==> src/rtl/tx_uart_ext.sv <==
// Buffered UART transmitter: byte FIFO, 5-8 data bits, 1/2 stop bits, break generation.
// Define TX_UART_EXT_PARITY_EN to add even/odd parity; otherwise parity_mode is ignored.
module tx_uart_ext #(
  parameter int FIFO_DEPTH = 16,
  parameter int DIV_WIDTH  = 16
) (
  input  logic                        clk,
  input  logic                        reset,
  input  logic                        valid,
  input  logic [7:0]                  tx_data,
  input  logic [DIV_WIDTH-1:0]        div,
  input  logic [1:0]                  data_bits,
  input  logic                        stop2,
  input  logic [1:0]                  parity_mode,
  input  logic                        brk,
  output logic                        tx_out,
  output logic                        ready,
  output logic                        busy,
  output logic [$clog2(FIFO_DEPTH):0] level
);

  localparam int AW = $clog2(FIFO_DEPTH);

  typedef enum logic [2:0] {
    IDLE,
    START,
    DATA,
`ifdef TX_UART_EXT_PARITY_EN
    PARITY,
`endif
    STOP,
    BREAK
  } state_t;

  state_t               r_state;
  logic [7:0]           r_mem [FIFO_DEPTH];
  logic [AW-1:0]        r_wr_ptr, r_rd_ptr;
  logic [AW:0]          r_level;
  logic [DIV_WIDTH-1:0] r_cnt;
  logic [7:0]           r_shift;
  logic [2:0]           r_bit_idx;
  logic [1:0]           r_data_bits;
  logic                 r_stop2, r_stop_idx, r_brk_tail, r_tx;

  logic [DIV_WIDTH-1:0] w_div_m1;
  logic [7:0]           w_rd_data;
  logic                 w_bit_end, w_push, w_pop, w_frame_done, w_last_bit;

  assign w_div_m1     = (div == '0) ? '0 : div - DIV_WIDTH'(1);
  assign w_bit_end    = (r_cnt == '0);
  assign w_rd_data    = r_mem[r_rd_ptr];
  assign w_push       = valid && ready;
  assign w_last_bit   = (r_bit_idx == ({1'b0, r_data_bits} + 3'd4));
  // A finishing stop bit or break tail hands over straight to the next start bit.
  assign w_frame_done = (r_state == STOP && w_bit_end && (!r_stop2 || r_stop_idx)) ||
                        (r_state == BREAK && r_brk_tail && w_bit_end);
  assign w_pop        = (r_state == IDLE || w_frame_done) && !brk && (r_level != '0);

  assign ready  = (r_level != (AW+1)'(FIFO_DEPTH));
  assign busy   = (r_state != IDLE) || (r_level != '0);
  assign level  = r_level;
  assign tx_out = r_tx;

  // NOTE: FIFO storage has no reset; the pointers alone define which entries are valid.
  always_ff @(posedge clk)
    if (w_push) r_mem[r_wr_ptr] <= tx_data;

  always_ff @(posedge clk or posedge reset) begin
    if (reset) begin
      r_wr_ptr <= '0;
      r_rd_ptr <= '0;
      r_level  <= '0;
    end else begin
      if (w_push) r_wr_ptr <= r_wr_ptr + AW'(1);
      if (w_pop)  r_rd_ptr <= r_rd_ptr + AW'(1);
      if (w_push && !w_pop)      r_level <= r_level + (AW+1)'(1);
      else if (!w_push && w_pop) r_level <= r_level - (AW+1)'(1);
    end
  end

`ifdef TX_UART_EXT_PARITY_EN
  logic       r_par_en, r_par_bit;
  logic [7:0] w_mask;
  logic       w_par_xor;

  assign w_mask    = 8'hFF >> (2'd3 - data_bits);
  assign w_par_xor = ^(w_rd_data & w_mask);

  always_ff @(posedge clk or posedge reset) begin
    if (reset) begin
      r_par_en  <= 1'b0;
      r_par_bit <= 1'b0;
    end else if (w_pop) begin
      r_par_en  <= (parity_mode == 2'b01) || (parity_mode == 2'b10);
      r_par_bit <= w_par_xor ^ (parity_mode == 2'b10);
    end
  end
`else
  logic w_unused_parity;
  assign w_unused_parity = ^parity_mode;
`endif

  always_ff @(posedge clk or posedge reset) begin
    if (reset) begin
      r_state     <= IDLE;
      r_tx        <= 1'b1;
      r_cnt       <= '0;
      r_shift     <= '0;
      r_bit_idx   <= '0;
      r_data_bits <= '0;
      r_stop2     <= 1'b0;
      r_stop_idx  <= 1'b0;
      r_brk_tail  <= 1'b0;
    end else begin
      if (!w_bit_end) r_cnt <= r_cnt - DIV_WIDTH'(1);
      case (r_state)
        IDLE:
          if (brk) begin
            r_state    <= BREAK;
            r_tx       <= 1'b0;
            r_brk_tail <= 1'b0;
          end
        START:
          if (w_bit_end) begin
            r_state   <= DATA;
            r_tx      <= r_shift[0];
            r_shift   <= r_shift >> 1;
            r_bit_idx <= '0;
            r_cnt     <= w_div_m1;
          end
        DATA:
          if (w_bit_end) begin
            r_cnt <= w_div_m1;
            if (!w_last_bit) begin
              r_tx      <= r_shift[0];
              r_shift   <= r_shift >> 1;
              r_bit_idx <= r_bit_idx + 3'd1;
            end
`ifdef TX_UART_EXT_PARITY_EN
            else if (r_par_en) begin
              r_state <= PARITY;
              r_tx    <= r_par_bit;
            end
`endif
            else begin
              r_state    <= STOP;
              r_tx       <= 1'b1;
              r_stop_idx <= 1'b0;
            end
          end
`ifdef TX_UART_EXT_PARITY_EN
        PARITY:
          if (w_bit_end) begin
            r_state    <= STOP;
            r_tx       <= 1'b1;
            r_stop_idx <= 1'b0;
            r_cnt      <= w_div_m1;
          end
`endif
        STOP:
          if (w_bit_end) begin
            if (r_stop2 && !r_stop_idx) begin
              r_stop_idx <= 1'b1;
              r_cnt      <= w_div_m1;
            end else begin
              r_state <= IDLE;
              r_tx    <= 1'b1;
            end
          end
        BREAK:
          if (!r_brk_tail) begin
            if (!brk) begin
              r_brk_tail <= 1'b1;
              r_tx       <= 1'b1;
              r_cnt      <= w_div_m1;
            end
          end else if (w_bit_end) begin
            r_state <= IDLE;
            r_tx    <= 1'b1;
          end
        default: r_state <= IDLE;
      endcase
      // Launching a frame overrides whatever the case above chose.
      if (w_pop) begin
        r_state     <= START;
        r_tx        <= 1'b0;
        r_cnt       <= w_div_m1;
        r_shift     <= w_rd_data;
        r_bit_idx   <= '0;
        r_data_bits <= data_bits;
        r_stop2     <= stop2;
        r_stop_idx  <= 1'b0;
      end
    end
  end

endmodule

==> config.mk <==
export PLATFORM = sky130hd
export DESIGN_NAME = tx_uart_ext
export DESIGN_NICKNAME = d
export VERILOG_FILES = /design/src/rtl/tx_uart_ext.sv
export SDC_FILE = /design/constraint.sdc
export NUM_CORES = 1
export LEC_CHECK = 0
export ABC_AREA = 0
export CORE_MARGIN = 8
export CORE_UTILIZATION = 30
export DETAILED_ROUTE_END_ITERATION = 7
export SYNTH_ARGS = -nofsm -noshare
export SYNTH_HDL_FRONTEND = slang
export SYNTH_SLANG_ARGS = --single-unit
==> constraint.sdc <==
create_clock -name clk -period 2.86 [get_ports clk]
set_input_delay 0.572 -clock clk [delete_from_list [all_inputs] [get_ports clk]]
set_output_delay 0.572 -clock clk [all_outputs]
set_load 0.05 [all_outputs]
[Word-level counts from Yosys, hierarchy flattened]
Memories as Yosys holds them, arrays and structs flattened.
Index checks and enable logic that the tools add are counted.
Operators by class
  add/subtract/negate cells: 8
  equality and inequality tests: 19
  mux-type cells: 52
  reduce and logical (&&, ||, !) cells: 35
Operators by type and width (count)
  two-way mux 16 bit: 8
  one-hot mux 16 bit (3 select lines): 1
  two-way mux 3 bit: 12
  zero test 16 bit: 2
  two-way mux 8 bit: 4
  subtractor 16 x 1 -> 16 bit (second input constant): 2
  inequality test 3 bit (second input constant): 9
  two-way mux 1 bit: 19
  one-hot mux 8 bit (2 select lines): 1
  AND reduction 8 bit: 2
  one-hot mux 3 bit (5 select lines): 1
  logical AND 1 bit: 10
  two-way mux 5 bit: 2
  nonzero test 3 bit: 3
  adder 4 x 1 -> 4 bit (second input constant): 2
  inequality test 4 bit (second input constant): 2
  equality test 3 x 2 -> 1 bit (second input constant): 2
  one-hot mux 3 bit (2 select lines): 1
  nonzero test 6 bit: 1
  adder 5 x 1 -> 5 bit (second input constant): 1
  zero test 1 bit: 5
  inequality test 5 bit (second input constant): 1
  one-hot mux 1 bit (5 select lines): 1
  AND reduction 5 bit: 1
  16 further kinds: 21
Storage, ports and cells
  register bits: 49
  bits in writable memories: 128
  input port bits: 33
  output and inout port bits: 8
  word-level logic and storage cells: 127
  memories kept: 1
Memories
  r_mem: words 16, bits a word 8, read ports 1, clocked after memory_dff 0, write ports 1, RTL line 36  | logic [7:0] r_mem [FIFO_DEPTH];

[Logic depth before layout (Yosys ltp)]
Gate-level depths: netlist of the first run.
  word-level depth: 10
  depth in mapped cells: 16
  depth with buffers taken out: 15

[Worst setup path before layout of the first run]
Ideal clock, no wire load.
  path kind: register to register
  from: register r_level[0] (netlist: level[0])
  to: register r_level[4] (netlist: level[4])
  setup time: 0.145 ns
  arrival: 3.356 ns
  required time: 2.715 ns
  slack: -0.641 ns
  cell stages (with the launch flop): 13
  buffers on the path: 1
  cells stage by stage: dfrtp_1 -> or3_1 -> or3b_2 -> and2_1 -> clkbuf_1 -> ha_1 -> inv_1 -> ha_1 -> a21o_1 -> a21oi_1 -> xnor2_1 -> nor2_1 -> xor2_1
Between the ends
  word-level cells in the longest chain between the ends: 5
  elaborated cells on any way between the ends: 13
  classes of those cells: add/sub: 2; eq/ne: 1; mux: 2; reduce/logical: 8
Ends and longest elaborated chain
  start: declaration: RTL line 38  | logic [AW:0] r_level;
  start signal: assignment: RTL line 76  | if (w_push && !w_pop) r_level <= r_level + (AW+1)'(1);
  start signal: assignment: RTL line 77  | else if (!w_push && w_pop) r_level <= r_level - (AW+1)'(1);
  inequality test 5 bit (*): RTL line 59  | assign ready = (r_level != (AW+1)'(FIFO_DEPTH));
  net ready: RTL line 17  | output logic ready,
  logical AND 1 bit (*): RTL line 52  | assign w_push = valid && ready;
  net w_push: RTL line 47  | logic w_bit_end, w_push, w_pop, w_frame_done, w_last_bit;
  zero test 1 bit: RTL line 77
  logical AND 1 bit: RTL line 77
  nonzero test 2 bit (no line)
Mark *: on every way through the listed nets, which the timed path passes. The rest lies on a longest branch. The select of a mux whose other input is x is not followed.
A chain may end at the register's enable or synchronous reset.

[Worst setup path after layout of the first run]
  from: register r_cnt[12]
  to: register r_level[4] (netlist: level[4])
Between the ends
  word-level cells in the longest chain between the ends: 10
  elaborated cells on any way between the ends: 13
  classes of those cells: mux: 1; reduce/logical: 12
Ends and longest elaborated chain
  start: declaration: RTL line 39  | logic [DIV_WIDTH-1:0] r_cnt;
  start signal: assignment: RTL line 115  | if (!w_bit_end) r_cnt <= r_cnt - DIV_WIDTH'(1);
  start signal: assignment: RTL line 129  | r_cnt <= w_div_m1;
  start signal: assignment: RTL line 133  | r_cnt <= w_div_m1;
  zero test 16 bit (*): RTL line 50  | assign w_bit_end = (r_cnt == '0);
  logical AND 1 bit (2 in series): RTL line 55  | assign w_frame_done = (r_state == STOP && w_bit_end && (!r_stop2 || r_stop_idx)) ||
  logical OR 1 bit (*): RTL line 55
  logical OR 1 bit (*): RTL line 57  | assign w_pop = (r_state == IDLE || w_frame_done) && !brk && (r_level != '0);
  logical AND 1 bit (*) (2 in series): RTL line 57
  zero test 1 bit: RTL line 76
  logical AND 1 bit: RTL line 76
  two-way mux 5 bit or nonzero test 2 bit (tied branches)
Every way passes the cells marked *; elsewhere a longest branch is shown, timed or not.

==> results.json, run 1 <==
{
  "status": "finished clean",
  "cp_slowest_cell": "or4_4",
  "placed_cell_area_um2": 9293,
  "nNetsFinal": 693,
  "grt_pass1_vias": 5015,
  "finalCritPeriodShare_pct": 96.64,
  "synthDistinctLibCells": 56,
  "insertion_delay_ns": 0.42,
  "power.total_uw": 8784,
  "maxSlewHeadroom_pct": 46.00,
  "startpoint_type": "flop",
  "hold_buffers": 0,
  "async_reset_ff_share_pct": 27.68,
  "die_x_um": 180.2,
  "coreArea_um2": 26730,
  "critPathMaxFanout": 4,
  "wl_per_cell_um": 16.29,
  "gr-total-overflow": 0,
  "max_freq_mhz": 361.8,
  "die_h_um": 180.2,
  "worst_slew_pin_slew_ns": 0.8070,
  "worst_r2r_endpoint": "level[4]$_DFFE_PP0P_",
  "fin_skew_ns": 0.01613,
  "syn_avg_cell_area_um2": 14.50,
  "synth_edf_count": 128,
  "grt_max_degree": 36,
  "clockBufferDepth": 2,
  "crit_buf_inv": 2,
  "layout_commonest_cell": "edfxtp_1",
  "h-tree-depth": 4,
  "vias_per_cell": 4.802,
  "syn_nets": 605,
  "antenna_left": 0,
  "setup_tns_ns": 0,
  "syn_area_um2": 8090,
  "clockRootBuffer": "clkbuf_16",
  "ys_top_cells_by_area": "edfxtp_1 48%, dfrtp_1 15%, mux4_2 11%",
  "hp-class": "input pin to async pin",
  "first_iter_violations": 274,
  "synth-seq-cells": 177,
  "setup_viol": 0,
  "peakVddDrop_mv": 0.3486,
  "most-common-layout-cells": "128 x edfxtp_1, 57 x buf_4, 48 x nand2_1",
  "multi_input_area_um2": 2922,
  "r2r-start": "r_cnt[12]$_DFF_PP0_",
  "yosysTopAreaCell": "edfxtp_1",
  "antenna_found_initial": 0,
  "synth_cells": 558,
  "yosysWarnings": 0,
  "seq_area_frac_synth_pct": 62.68,
  "finalCriticalPeriod_ns": 2.764,
  "start_util_pct": 30.27,
  "grt_usage_pct": 10.34,
  "dieArea_um2": 32480,
  "drive_gt1_share_pct": 24.77,
  "total_leakage_power_uw": 0.003459,
  "drv_cap": 0,
  "reg2reg_slack_ns": 0.1,
  "crit_type": "flop to flop",
  "path_cells": "or3_4 > or4_4 > nor2_4 > o21ba_4 > inv_4 > ha_4 > inv_4 > ha_4 > a21o_1 > a21oi_2 > xnor2_1 > nor2_1 > xor2_1",
  "gp_congestion": 0.7788,
  "max_stage_delay_ns": 0.46,
  "cp-end-kind": "flop",
  "first_pass_iters": 4,
  "drcViolationCount": 0,
  "cp.required_ns": 3.16,
  "finalHoldViolations": 0,
  "io_pins": 41,
  "ff2ff_path_depth": 13,
  "fillers": 2514,
  "final_util_pct": 37.06,
  "diodes": 0,
  "clkSinkCount": 177,
  "crit_arrival_ns": 3.06,
  "portBuffers": 38,
  "seq_area_um2": 5076,
  "wl_um": 16280,
  "hpwl_um": 11440,
  "clk_pin_slew_worst_paths_ns": 0.07,
  "cts_tree": "done",
  "path_delay_family": "simple AND/OR/NAND/NOR gates",
  "power.density_nw_per_um2": 886.9,
  "final_area_um2": 9903,
  "slew_viol_final": 0,
  "rsz0062_at_grt": "true",
  "ys.flop_type": "edfxtp_1",
  "hold_ws_ns": 0.5209,
  "grt_first_pass_wirelength_um": 26890,
  "numCtsBuffers": 17,
  "vias": 4797,
  "rows": 60,
  "area_growth_pct": 22.41,
  "synth.top_cell.area_share_pct": 47.51
}
stage by stage:
stage | setup WS, ns | cells
after global routing | -0.01938 | 999
final | 0.09597 | 999
after CTS | 0.004385 | 998
after detailed placement | -0.04864 | 967
after global placement | -0.01451 | 967
after floorplan | -0.1046 | 558
layout make-up:
cell class	instances	share of cell area (%)
flip-flops and latches	177	51.26
multi-input cells	343	29.50
repair buffers	97	8.579
well taps	341	4.308
clock buffers	17	4.296
clock inverters	14	1.630
inverters	10	0.4296
metal layers:
metal / GRT usage (%) / share of wire (%)
met5: 0 / 0
met4: 2.679 / 1.1
met3: 2.218 / 2.5
met2: 17.03 / 48
met1: 13.64 / 48
power breakdown:
| part | internal [µW] | switching (µW) |
|---|---|---|
| clock network | 1240 | 1060 |
| registers | 3270 | 341 |
| logic | 1420 | 1450 |
sequential cells by signal (all words and copies together), names as in the netlist:
register and count:
r_mem 128, r_brk_tail 1, r_stop_idx 1, level 5
r_rd_ptr 4, r_stop2 1, tx_out 1, r_data_bits 2
r_state 3, r_bit_idx 3, r_wr_ptr 4, r_cnt 16
r_shift 8
cell families after synthesis:
logic type                 share of synthesized area (%)
buffers and inverters                              2.072
AOI/OAI and AO/OA                                  5.707
xor gates and xnor gates                           3.789
muxes                                              13.21
DFF                                                62.68
and+or+nand+nor                                    10.28
adders and majority gates                          2.258
synthesized netlist by cell type (2+ instances only):
library cell,instances
o211ai_1,2
nand2b_1,6
nand4b_1,3
o21a_1,4
nor2_1,42
mux2_2,6
o31ai_1,3
ha_1,13
a21o_1,3
nand3_1,4
buf_2,11
xor2_1,13
and3_1,2
buf_1,6
mux4_2,40
or4_1,3
nor2b_1,6
a31oi_1,5
mux2i_1,10
inv_1,9
nor3_1,15
xnor2_1,22
o21ai_0,37
clkbuf_1,9
nor3b_1,3
nor4_1,11
edfxtp_1,128
dfrtp_1,48
and2_1,2
or3_1,3
nand2_1,48
nand4_1,3
a21oi_1,14
a211o_1,2
worst max path at each step:
stage                                    start              endpoint  slack [ns]  cells after the start
after floorplan           level[2]$_DFFE_PP0P_  level[4]$_DFFE_PP0P_       -0.10                     14
after global placement                     brk  level[4]$_DFFE_PP0P_       -0.01                     12
after detailed placement                div[5]   r_cnt[15]$_DFF_PP0_       -0.05                      8
after CTS                  r_cnt[12]$_DFF_PP0_  level[4]$_DFFE_PP0P_       0.004                     13
after global routing       r_cnt[12]$_DFF_PP0_  level[4]$_DFFE_PP0P_       -0.02                     13
final                      r_cnt[12]$_DFF_PP0_  level[4]$_DFFE_PP0P_         0.1                     13
repair_timing:
item	CTS	global route
pin swaps	0	1
resized for setup	1	5
hold endpoints to repair	0	0
setup endpoints to repair	1	3
setup buffers	0	1
Power figures use the tool's default switching activity.
==> run 2, diff against run 1 <==
--- a/config.mk
+++ b/config.mk
@@ -9,6 +9,7 @@
 export CORE_MARGIN = 8
 export CORE_UTILIZATION = 30
 export DETAILED_ROUTE_END_ITERATION = 7
+export PLACE_DENSITY = 0.53
 export SYNTH_ARGS = -nofsm -noshare
 export SYNTH_HDL_FRONTEND = slang
 export SYNTH_SLANG_ARGS = --single-unit
==> run 2 against run 1 <==
  * Global-route usage is 0.38 points higher
  * Sequential cell count stayed put
  * Fmax is 0.64% lower
  * Clock-buffer cell count is 2 higher
  * Non-clock buffer count is 8 higher
  * Combinational power is 1% higher
  * Utilization hardly changed
  * Sequential power hardly changed
  * Routed wire length is 2.9% higher
  * Critical path type unchanged
  * Critical endpoint unchanged
  * Largest cell class unchanged
==> results.json, run 2 (synthesized netlist as in run 1, its figures left out) <==
{
  "fillers": 2527,
  "drive_gt1_share_pct": 25.49,
  "wl_um": 16740,
  "finalCritPeriodShare_pct": 97.27,
  "diodes": 0,
  "antenna_found_initial": 0,
  "placed_cell_area_um2": 9318,
  "status": "finished clean",
  "cts_tree": "done",
  "gp_congestion": 0.7887,
  "clkSinkCount": 177,
  "grt_max_degree": 45,
  "switching_power_uw": 2860,
  "largestRegisters": "r_mem (128), r_cnt (16), r_shift (8)",
  "most-common-layout-cells": "128 x edfxtp_1, 66 x buf_4, 48 x nand2_1",
  "clkPwrFrac_pct": 25.1,
  "grt_first_pass_wirelength_um": 27860,
  "maxSlewHeadroom_pct": 60.44,
  "die_h_um": 180.2,
  "finalCriticalPeriod_ns": 2.782,
  "numCtsBuffers": 17,
  "crit_type": "flop to flop",
  "hpwl_um": 11720,
  "start_util_pct": 30.27,
  "hp-class": "input pin to async pin",
  "largest_register": "r_mem",
  "setup_viol": 0,
  "clockBufferDepth": 2,
  "dieArea_um2": 32480,
  "slew_viol_final": 0,
  "vias_per_cell": 4.878,
  "power.total_uw": 8719,
  "finalHoldViolations": 0,
  "clockRootBuffer": "clkbuf_16",
  "worst_slew_pin_slew_ns": 0.5915,
  "p_int_uw": 5858,
  "wl_per_cell_um": 16.61,
  "rsz0062_at_grt": "true",
  "pwr-share-comb_pct": 33.4,
  "antenna_left": 0,
  "fin_skew_ns": 0.01647,
  "coreArea_um2": 26730,
  "cp-end-kind": "flop",
  "layout_commonest_cell": "edfxtp_1",
  "crit_arrival_ns": 3.09,
  "grt_pass1_vias": 5115,
  "drcViolationCount": 0,
  "area_growth_pct": 22.50,
  "power.density_nw_per_um2": 879.7,
  "io_pins": 41,
  "grt_usage_pct": 10.71,
  "pwr-share-seq_pct": 41.6,
  "largest_reg_flops": 128,
  "swShare_pct": 32.80,
  "portBuffers": 38,
  "gr-total-overflow": 0,
  "max_freq_mhz": 359.5,
  "cp.required_ns": 3.16,
  "vias": 4917,
  "insertion_delay_ns": 0.43,
  "total_leakage_power_uw": 0.003494,
  "hold_ws_ns": 0.3445,
  "first_pass_iters": 4,
  "final_area_um2": 9911,
  "critPathMaxFanout": 4,
  "nNetsFinal": 701,
  "h-tree-depth": 4,
  "setup_tns_ns": 0,
  "peakVddDrop_mv": 0.3812,
  "clk_pin_slew_worst_paths_ns": 0.07,
  "drv_cap": 0,
  "rows": 60,
  "hold_buffers": 0,
  "startpoint_type": "flop",
  "die_x_um": 180.2,
  "first_iter_violations": 311,
  "final_util_pct": 37.08
}
[run 2: worst paths after layout]
kind                                        start                 endpoint  slack, ns  cells past startpoint
hold / removal                              reset     level[1]$_DFFE_PP0P_       0.34                      2
setup reg to reg              r_cnt[12]$_DFF_PP0_     level[4]$_DFFE_PP0P_       0.08                     13
max in group asynchronous                   reset  r_rd_ptr[0]$_DFFE_PP0P_       1.70                      3
min in group clk           r_shift[7]$_DFFE_PP0P_   r_shift[7]$_DFFE_PP0P_       0.53                      2
setup / recovery              r_cnt[12]$_DFF_PP0_     level[4]$_DFFE_PP0P_       0.08                     13
hold reg to reg            r_shift[7]$_DFFE_PP0P_   r_shift[7]$_DFFE_PP0P_       0.53                      2
[run 2: per-stage QoR]
| stage | std cells | setup WS [ns] |
|---|---|---|
| 2_1_floorplan | 558 | -0.1046 |
| 3_3_place_gp | 972 | -0.005028 |
| 3_5_place_dp | 972 | -0.009187 |
| 4_1_cts | 1004 | 0.006240 |
| 5_1_grt | 1008 | -0.06803 |
| 6_report | 1008 | 0.07803 |
[run 2: power groups by stage]
stage / Combinational (µW) / Clock, µW / Sequential [µW]
after detailed placement: 2920 / 0 / 3680
after global placement: 2860 / 0 / 3640
after CTS: 2940 / 2240 / 3630
after floorplan: 1910 / 0 / 3710
after global routing: 3220 / 2340 / 3690
final: 2910 / 2190 / 3620
[run 2: metal layers]
layer  global-route usage (%)  share of wire, %  up-vias
li1                         -                 -     2319
met1                    13.81                46     2510
met2                    17.76                50       80
met3                    2.419               3.8        8
met4                    3.208              0.96        0
met5                        0                 0        -
[run 2: layout make-up]
type | instances | area (µm²) | share of cell area [%]
Multi-Input combinational cell | 343 | 2922 | 29.48
Timing Repair Buffer | 105 | 894.6 | 9.027
Sequential cell | 177 | 5076 | 51.22
Clock inverter | 13 | 116.4 | 1.174
Tap cell | 341 | 426.7 | 4.305
Clock buffer | 19 | 432.9 | 4.368
Inverter | 10 | 42.54 | 0.4292
[run 2: worst max-delay path, cell delays in order (launching register included)]
cell	delay, ns
dfrtp_1	0.38
or3_4	0.39
or4_4	0.45
nor2_4	0.14
o21ba_4	0.17
inv_4	0.04
ha_4	0.16
inv_4	0.08
ha_4	0.21
a21o_1	0.18
a21oi_2	0.14
xnor2_1	0.13
nor2_1	0.07
xor2_1	0.13
[run 2: what timing repair did]
item | in CTS | in global routing
pin swaps | 0 | 1
resized for setup | 2 | 2
endpoints found under the setup margin | 3 | 2
cloned | 0 | 0
setup buffers | 0 | 4
endpoints found under the hold margin | 0 | 0
==> run 3, diff against run 2 <==
--- a/config.mk
+++ b/config.mk
@@ -6,7 +6,7 @@
 export NUM_CORES = 1
 export LEC_CHECK = 0
 export ABC_AREA = 0
-export CORE_MARGIN = 8
+export CORE_MARGIN = 1
 export CORE_UTILIZATION = 30
 export DETAILED_ROUTE_END_ITERATION = 7
 export PLACE_DENSITY = 0.53
==> run 3 against run 2 <==
  * The flow now finishes with violations (DRC)
  * Combinational power is 2% lower
  * Hold slack better by 0.21 ns
  * Clock-buffer cell count is 2 lower
  * Critical endpoint unchanged
  * Highest routed layer unchanged
==> results.json, run 3 (synthesized netlist as in run 1, its figures left out) <==
{
  "crit_arrival_ns": 3.06,
  "pwr-share-comb_pct": 31.9,
  "largestRegisters": "r_mem (128), r_cnt (16), r_shift (8)",
  "antenna_left": 0,
  "clockRootBuffer": "clkbuf_16",
  "ff2ff_path_depth": 13,
  "drv_cap": 0,
  "die_x_um": 166.2,
  "grt_max_degree": 36,
  "cp-end-kind": "flop",
  "clockBufferDepth": 2,
  "gp_congestion": 0.8189,
  "h-tree-depth": 4,
  "coreArea_um2": 26280,
  "clkSinkCount": 177,
  "layout_commonest_cell": "edfxtp_1",
  "clk_pin_slew_worst_paths_ns": 0.07,
  "hp-class": "flop to flop",
  "setup_viol": 0,
  "fillers": 2450,
  "violations": "DRC",
  "vias": 4965,
  "first_iter_violations": 352,
  "grt_usage_pct": 13.24,
  "vias_per_cell": 4.995,
  "first_pass_iters": 7,
  "hp-start": "r_shift[7]$_DFFE_PP0P_",
  "whs_endpoint": "r_shift[7]$_DFFE_PP0P_",
  "worst_slew_pin_slew_ns": 0.8054,
  "max_freq_mhz": 363.7,
  "area_growth_pct": 22.81,
  "reg2reg_slack_ns": 0.11,
  "status": "finished, violations left",
  "slew_viol_final": 0,
  "worst_r2r_endpoint": "level[4]$_DFFE_PP0P_",
  "p_int_uw": 6031,
  "gr-total-overflow": 0,
  "most-common-layout-cells": "128 x edfxtp_1, 56 x buf_4, 48 x nand2_1",
  "dieArea_um2": 27630,
  "min_path_cells": 2,
  "power.total_uw": 8965,
  "cts_tree": "done",
  "wl_per_cell_um": 17.51,
  "startpoint_type": "flop",
  "crit_type": "flop to flop",
  "largest_reg_flops": 128,
  "critPathMaxFanout": 4,
  "grt_first_pass_wirelength_um": 28150,
  "hold_buffers": 0,
  "diodes": 0,
  "grt_pass1_vias": 5110,
  "r2r-start": "r_cnt[12]$_DFF_PP0_",
  "die_h_um": 166.2,
  "portBuffers": 38,
  "pwr-share-seq_pct": 40.9,
  "rsz0062_at_grt": "true",
  "switching_power_uw": 2934,
  "clkPwrFrac_pct": 27.2,
  "swShare_pct": 32.73,
  "crit_start": "r_cnt[12]$_DFF_PP0_",
  "fin_skew_ns": 0.01348,
  "drive_gt1_share_pct": 24.58,
  "preCtsSetupSlack_ns": 0.007320,
  "total_leakage_power_uw": 0.003486,
  "finalCriticalPeriod_ns": 2.750,
  "antenna_found_initial": 0,
  "peakVddDrop_mv": 0.4248,
  "finalCritPeriodShare_pct": 96.14,
  "setup_ws_ns": 0.1103,
  "numCtsBuffers": 17,
  "insertion_delay_ns": 0.44,
  "start_util_pct": 30.78,
  "hpwl_um": 12050,
  "io_pins": 41,
  "maxSlewHeadroom_pct": 46.23,
  "nNetsFinal": 693,
  "rows": 59,
  "cp.required_ns": 3.17,
  "largest_register": "r_mem",
  "drcViolationCount": 6,
  "power.density_nw_per_um2": 902.3,
  "finalHoldViolations": 0,
  "wl_um": 17410
}
run 3: metrics by stage:
stage	TNS (ns)	std cells	area [µm²]	hold slack, ns	util (%)
after floorplan	-0.1190	558	8164	0.4964	-
final	0	994	9936	0.5514	37.81
after global routing	-0.02311	994	9936	0.5855	37.81
after detailed placement	0	961	9298	0.5444	35.38
after CTS	0	993	9915	0.5529	37.73
after global placement	0	961	9298	0.5181	35.38
run 3: cell type report:
type                    instances  area [µm²]  area share (%)
clock buffers                  17       425.4           4.282
clock inverters                15       192.7           1.939
inverters                      10       42.54          0.4282
multi-input cells             343        2918           29.37
flip-flops and latches        177        5076           51.09
well taps                     335       419.2           4.219
repair buffers                 97       862.1           8.676
run 3: power groups by stage:
stage               clock [µW]  sequential [µW]  combinational (µW)
CTS                       2490             3670                2900
finish                    2440             3670                2860
global placement             0             3680                2830
global route              2570             3730                3150
floorplan                    0             3710                1910
detailed placement           0             3720                2890
run 3: how the worst max path moves through the flow:
stage	to	slack, ns
floorplan	level[4]$_DFFE_PP0P_	-0.10
global placement	level[4]$_DFFE_PP0P_	0.007
detailed placement	r_cnt[4]$_DFF_PP0_	0.007
CTS	level[4]$_DFFE_PP0P_	0.02
global route	level[4]$_DFFE_PP0P_	-0.02
finish	level[4]$_DFFE_PP0P_	0.11
run 3: routing by layer:
metal  track usage [%]  share of wire (%)
met2             22.00                 49
met3             2.312                4.1
met1             17.16                 45
met4             5.395                1.5
met5                 0                  0
run 3: repair_timing:
item,CTS,global route
buffers inserted,0,1
cloned,0,0
setup endpoints to repair,1,3
pin swaps,0,1
resized for setup,1,3
run 3: critical path: stages, from the launching register on:
cell,delay [ns]
dfrtp_1,0.39
or3_4,0.39
or4_4,0.45
nor2_4,0.13
o21ba_4,0.16
inv_4,0.04
ha_4,0.16
inv_4,0.07
ha_4,0.19
a21o_1,0.18
a21oi_2,0.14
xnor2_1,0.13
nor2_1,0.06
xor2_1,0.13
